==> config.mk <==
export PLATFORM = sky130hd
export DESIGN_NAME = count_sched
export DESIGN_NICKNAME = d
export VERILOG_FILES = /design/src/rtl/count_sched.sv
export SDC_FILE = /design/constraint.sdc
export NUM_CORES = 1
export LEC_CHECK = 0
export ABC_AREA = 0
export ABC_CLOCK_PERIOD_IN_PS = 3300
export CAP_MARGIN = 40
export CORE_ASPECT_RATIO = 1.5
export CORE_UTILIZATION = 30
export CTS_BUF_LIST = sky130_fd_sc_hd__clkbuf_16
export CTS_CLUSTER_DIAMETER = 120
export DETAILED_ROUTE_END_ITERATION = 8
export GPL_TIMING_DRIVEN = 1
export PLACE_DENSITY_LB_ADDON = 0.3
export SLEW_MARGIN = 30
export SYNTH_ARGS = -nofsm -noshare
export SYNTH_HDL_FRONTEND = slang
export SYNTH_SLANG_ARGS = --single-unit
export TNS_END_PERCENT = 30
==> constraint.sdc <==
create_clock -name clk -period 3.3 [get_ports clk]
set_input_delay 0.66 -clock clk [delete_from_list [all_inputs] [get_ports clk]]
set_output_delay 0.66 -clock clk [all_outputs]
set_load 0.01 [all_outputs]
==> src/rtl/count_sched.sv <==
// rtl/count_sched.sv - round-robin scheduler sharing one loadable up-counter
module count_sched #(
  parameter int NREQ = 4,
  parameter int W    = 8
) (
  input  logic              clk,
  input  logic              res,
  input  logic [NREQ-1:0]   req,
  input  logic [NREQ*W-1:0] req_len,
  output logic [NREQ-1:0]   gnt,
  output logic [NREQ-1:0]   done,
  output logic              busy,
  output logic              cnt_load,
  output logic              cnt_en,
  output logic [W-1:0]      cnt_in,
  input  logic [W-1:0]      cnt
);

  localparam int IW = (NREQ > 1) ? $clog2(NREQ) : 1;

  typedef enum logic [1:0] {
    IDLE = 2'd0,
    LOAD = 2'd1,
    RUN  = 2'd2,
    DONE = 2'd3
  } state_t;

  state_t          state, state_nxt;
  logic [IW-1:0]   ptr, ptr_nxt;
  logic [IW-1:0]   gidx, gidx_nxt;
  logic [W-1:0]    len_reg, len_nxt;
  logic [NREQ-1:0] gnt_nxt, done_nxt;

  logic            hi_ok, lo_ok, pick_ok;
  logic [IW-1:0]   hi_idx, lo_idx, pick_idx;
  logic [W-1:0]    pick_len;
  logic [IW-1:0]   ptr_after;
  logic            abort;

  // Round-robin pick: lowest set bit at or above ptr, else lowest set bit overall
  always_comb begin
    hi_ok  = 1'b0;
    lo_ok  = 1'b0;
    hi_idx = '0;
    lo_idx = '0;
    for (int j = NREQ - 1; j >= 0; j--) begin
      if (req[j]) begin
        lo_ok  = 1'b1;
        lo_idx = IW'(j);
      end
      if (req[j] && (IW'(j) >= ptr)) begin
        hi_ok  = 1'b1;
        hi_idx = IW'(j);
      end
    end
    pick_ok  = hi_ok | lo_ok;
    pick_idx = hi_ok ? hi_idx : lo_idx;
  end

  // Length slice of the winning requester
  always_comb begin
    pick_len = '0;
    for (int j = 0; j < NREQ; j++) begin
      if (IW'(j) == pick_idx) pick_len = req_len[j*W +: W];
    end
  end

  assign ptr_after = (gidx == IW'(NREQ - 1)) ? '0 : gidx + 1'b1;
  assign abort     = ((req & gnt) == '0);

  // Next-state and next-register values; done is a one-cycle copy of gnt
  always_comb begin
    state_nxt = state;
    gnt_nxt   = gnt;
    done_nxt  = '0;
    len_nxt   = len_reg;
    ptr_nxt   = ptr;
    gidx_nxt  = gidx;
    case (state)
      IDLE: begin
        if (pick_ok) begin
          gnt_nxt   = NREQ'(1) << pick_idx;
          gidx_nxt  = pick_idx;
          len_nxt   = pick_len;
          state_nxt = LOAD;
        end
      end
      LOAD: begin
        if (abort) begin
          gnt_nxt   = '0;
          ptr_nxt   = ptr_after;
          state_nxt = IDLE;
        end else begin
          state_nxt = RUN;
        end
      end
      RUN: begin
        if (abort) begin
          gnt_nxt   = '0;
          ptr_nxt   = ptr_after;
          state_nxt = IDLE;
        end else if (cnt == len_reg) begin
          done_nxt  = gnt;
          state_nxt = DONE;
        end
      end
      DONE: begin
        gnt_nxt   = '0;
        ptr_nxt   = ptr_after;
        state_nxt = IDLE;
      end
      default: begin
        gnt_nxt   = '0;
        state_nxt = IDLE;
      end
    endcase
  end

  // State and registered outputs; reset aborts any job without a done pulse
  always_ff @(posedge clk or negedge res) begin
    if (!res) begin
      state   <= IDLE;
      ptr     <= '0;
      gidx    <= '0;
      len_reg <= '0;
      gnt     <= '0;
      done    <= '0;
    end else begin
      state   <= state_nxt;
      ptr     <= ptr_nxt;
      gidx    <= gidx_nxt;
      len_reg <= len_nxt;
      gnt     <= gnt_nxt;
      done    <= done_nxt;
    end
  end

  assign busy     = (state != IDLE);
  assign cnt_load = (state == LOAD);
  assign cnt_en   = (state == RUN) && (cnt != len_reg);
  assign cnt_in   = '0;

endmodule

==> results_dict.tcl <==
set metrics [dict create \
    outcome "finished, final reports clean" \
    place.gp.congestion 0.820 \
    final.setup_skew_ns 0.00203 \
    root_buffer "clkbuf_16" \
    final_layout_size_suffix_gt1_share_pct 6.10 \
    avgRoutedWirePerCell_um 13.1 \
    area_delta_synth_final_pct 44.5 \
    fillers 499 \
    port_buffers 56 \
    nNetsFinal 266 \
    postCtsHoldBufs 0 \
    total_power_mw 1.59 \
    power-per-cell-area_nw_per_um2 733 \
    rsz0062_at_grt "false" \
    rr_worst_depth 7 \
    fp.coreArea_um2 4810 \
    numCtsBuffers 3 \
    drc 0 \
    synth_flop_cell "dfrtp_1" \
    yosysSeqAreaShare_pct 36.6 \
    yosys_warnings 0 \
    crit_path_end_kind "primary output" \
    hold_violations 0 \
    cp.required_ns 2.64 \
    regArea_um2 551 \
    post-route-period-util_pct 92.8 \
    place_hpwl_um 2890 \
    slowest_delay_ns 0.47 \
    grt_overflow 0 \
    max-clock-path-buffers 2 \
    grt_max_degree 23 \
    start_util_pct 31.3 \
    tightest_slew_ns 0.706 \
    startpoint_type "primary input" \
    pin_count 65 \
    final_antenna_net_count 0 \
    crit_start "cnt[7]" \
    ys_seq_elements 22 \
    hold_path_class "in2async" \
    first_pass_iters 4 \
    largest_reg_flops 8 \
    syn_area_per_cell_um2 9.53 \
    period_needed_ns 3.06 \
    reg2reg_slack_ns 1.03 \
    worstSkewPairLatency_ns 0.26 \
    critPathKind "in2out" \
    synthCells 158 \
    dp.cells 275 \
    relSlewSlack_pct 52.7 \
    multi_input_area_um2 866 \
    vdd_ir_drop_max_mv 0.283 \
    drt_wl_total_um 3660 \
    path_max_fanout 3 \
    yosysUniqueCellTypes 32 \
    fin_tns_setup_ns 0 \
    cpMaxStageDelayCell "clkdlybuf4s50_1" \
    max_freq_mhz 326 \
    finalMaxSlewViolations 0 \
    track_usage_pct 15.0 \
    utilization_pct 45.2 \
    final_cell_mix "clkdlybuf4s50_1 (55), dfrtp_1 (22), nand2_1 (18)" \
    antenna_found_initial 0 \
    vias 1278 \
    postCtsSetupRepairBufs 0 \
    crit_arrival_ns 2.40 \
    first_global_vias 1250 \
    h-tree-depth 1 \
    rows 31 \
    viasPerCell 4.58 \
    die_w_um 59.8 \
    synthesis.area_um2 1510 \
    whs_ns 0.363 \
    synth_edf_count 0 \
    layoutNonFillerInstCount 279 \
    drv_cap 0 \
    r2r_end "len_reg[3]$_DFFE_PN0P_" \
    mostFrequentLayoutCell "clkdlybuf4s50_1" \
    grt_pass1_wl_um 5890 \
    finalSetupViolations 0 \
    dr.first_iter.drc_count 24 \
    cts_tree "yes" \
    die_h_um 88.8 \
    critPathMostFrequentCell "clkdlybuf4s50_1" \
    async_flop_share_pct 100 \
    clock_sinks 22 \
    cts.clk_slew.worst_paths_ns 0.06 \
    cp_cell_sequence "clkdlybuf4s50_1, xor2_1, nor4_1, nand2_1, and2_1, clkdlybuf4s50_1" \
    worstReg2RegStart "state[0]$_DFFE_PN0P_" \
    dieArea_um2 5310 \
    diodes 0 \
    cts_resized 0 \
    p_leak_nw 0.935 \
]
[worst max-delay path by stage]
stage	to	cells after the start	slack (ns)
2_1_floorplan	cnt_en	4	1.31
3_3_place_gp	cnt_en	6	0.20
3_5_place_dp	cnt_en	6	0.22
4_1_cts	cnt_en	6	0.21
5_1_grt	cnt_en	6	0.17
6_report	cnt_en	6	0.24
[critical path: cells and delay by family]
family	cells	cell delay, ns
xor+xnor	1	0.14
simple gates	3	0.71
buf+inv	2	0.89
[cell usage after synthesis (2+ instances only)]
library cell | number | share of area [%]
and2_1 | 8 | 3.3
xor2_1 | 8 | 4.7
a211oi_1 | 16 | 8.0
nand2b_1 | 5 | 2.1
nor2_1 | 13 | 3.2
o21ai_0 | 3 | 1.0
nor4_1 | 3 | 1.2
nand2_1 | 18 | 4.5
buf_4 | 10 | 5.0
a22oi_1 | 2 | 1.0
nor2b_1 | 2 | 0.83
mux2i_1 | 10 | 6.7
dfrtp_1 | 22 | 37
nor3_1 | 9 | 3.0
ha_1 | 6 | 5.0
o31ai_1 | 2 | 1.0
inv_1 | 4 | 1.0
mux2_2 | 2 | 1.5
a21oi_1 | 2 | 0.67
[power by group]
part           switching (mW)  internal (mW)  total (mW)
Combinational           0.397          0.371       0.768
Clock                   0.104          0.241       0.346
Sequential              0.102          0.379       0.481
Total                   0.604          0.991        1.59
[cell families after synthesis]
| family | synth area share, % |
|---|---|
| buffers and inverters | 7.65 |
| AO/OA/AOI/OAI | 17.5 |
| multiplexers | 8.15 |
| XOR/XNOR | 4.66 |
| flip-flops | 36.6 |
| AND/OR/NAND/NOR | 20.2 |
| adder cells (fa/ha/maj) | 4.99 |
| other | 0.249 |
[cell type report]
class / count / area share [%]
multi-input combinational: 127 / 39.8
timing repair buffer: 56 / 25.5
sequential: 22 / 25.3
tap: 66 / 3.80
clock buffer: 3 / 3.45
clock inverter: 1 / 1.38
inverter: 4 / 0.690
[through the flow]
stage	cell area, µm²	setup WS [ns]
after floorplan	1530	1.31
after global placement	2070	0.199
after detailed placement	2070	0.225
after CTS	2170	0.212
after global routing	2170	0.166
final	2170	0.237
[metal layers]
metal  vias up  track usage (%)  routed length [µm]
met2        30             27.6                1960
met4         0             6.98                  63
met1       590             17.0                1550
li1        654                -                   -
met3         4             1.46                  89
met5         -                0                   0
No activity file was read; power rests on OpenSTA's default activity.
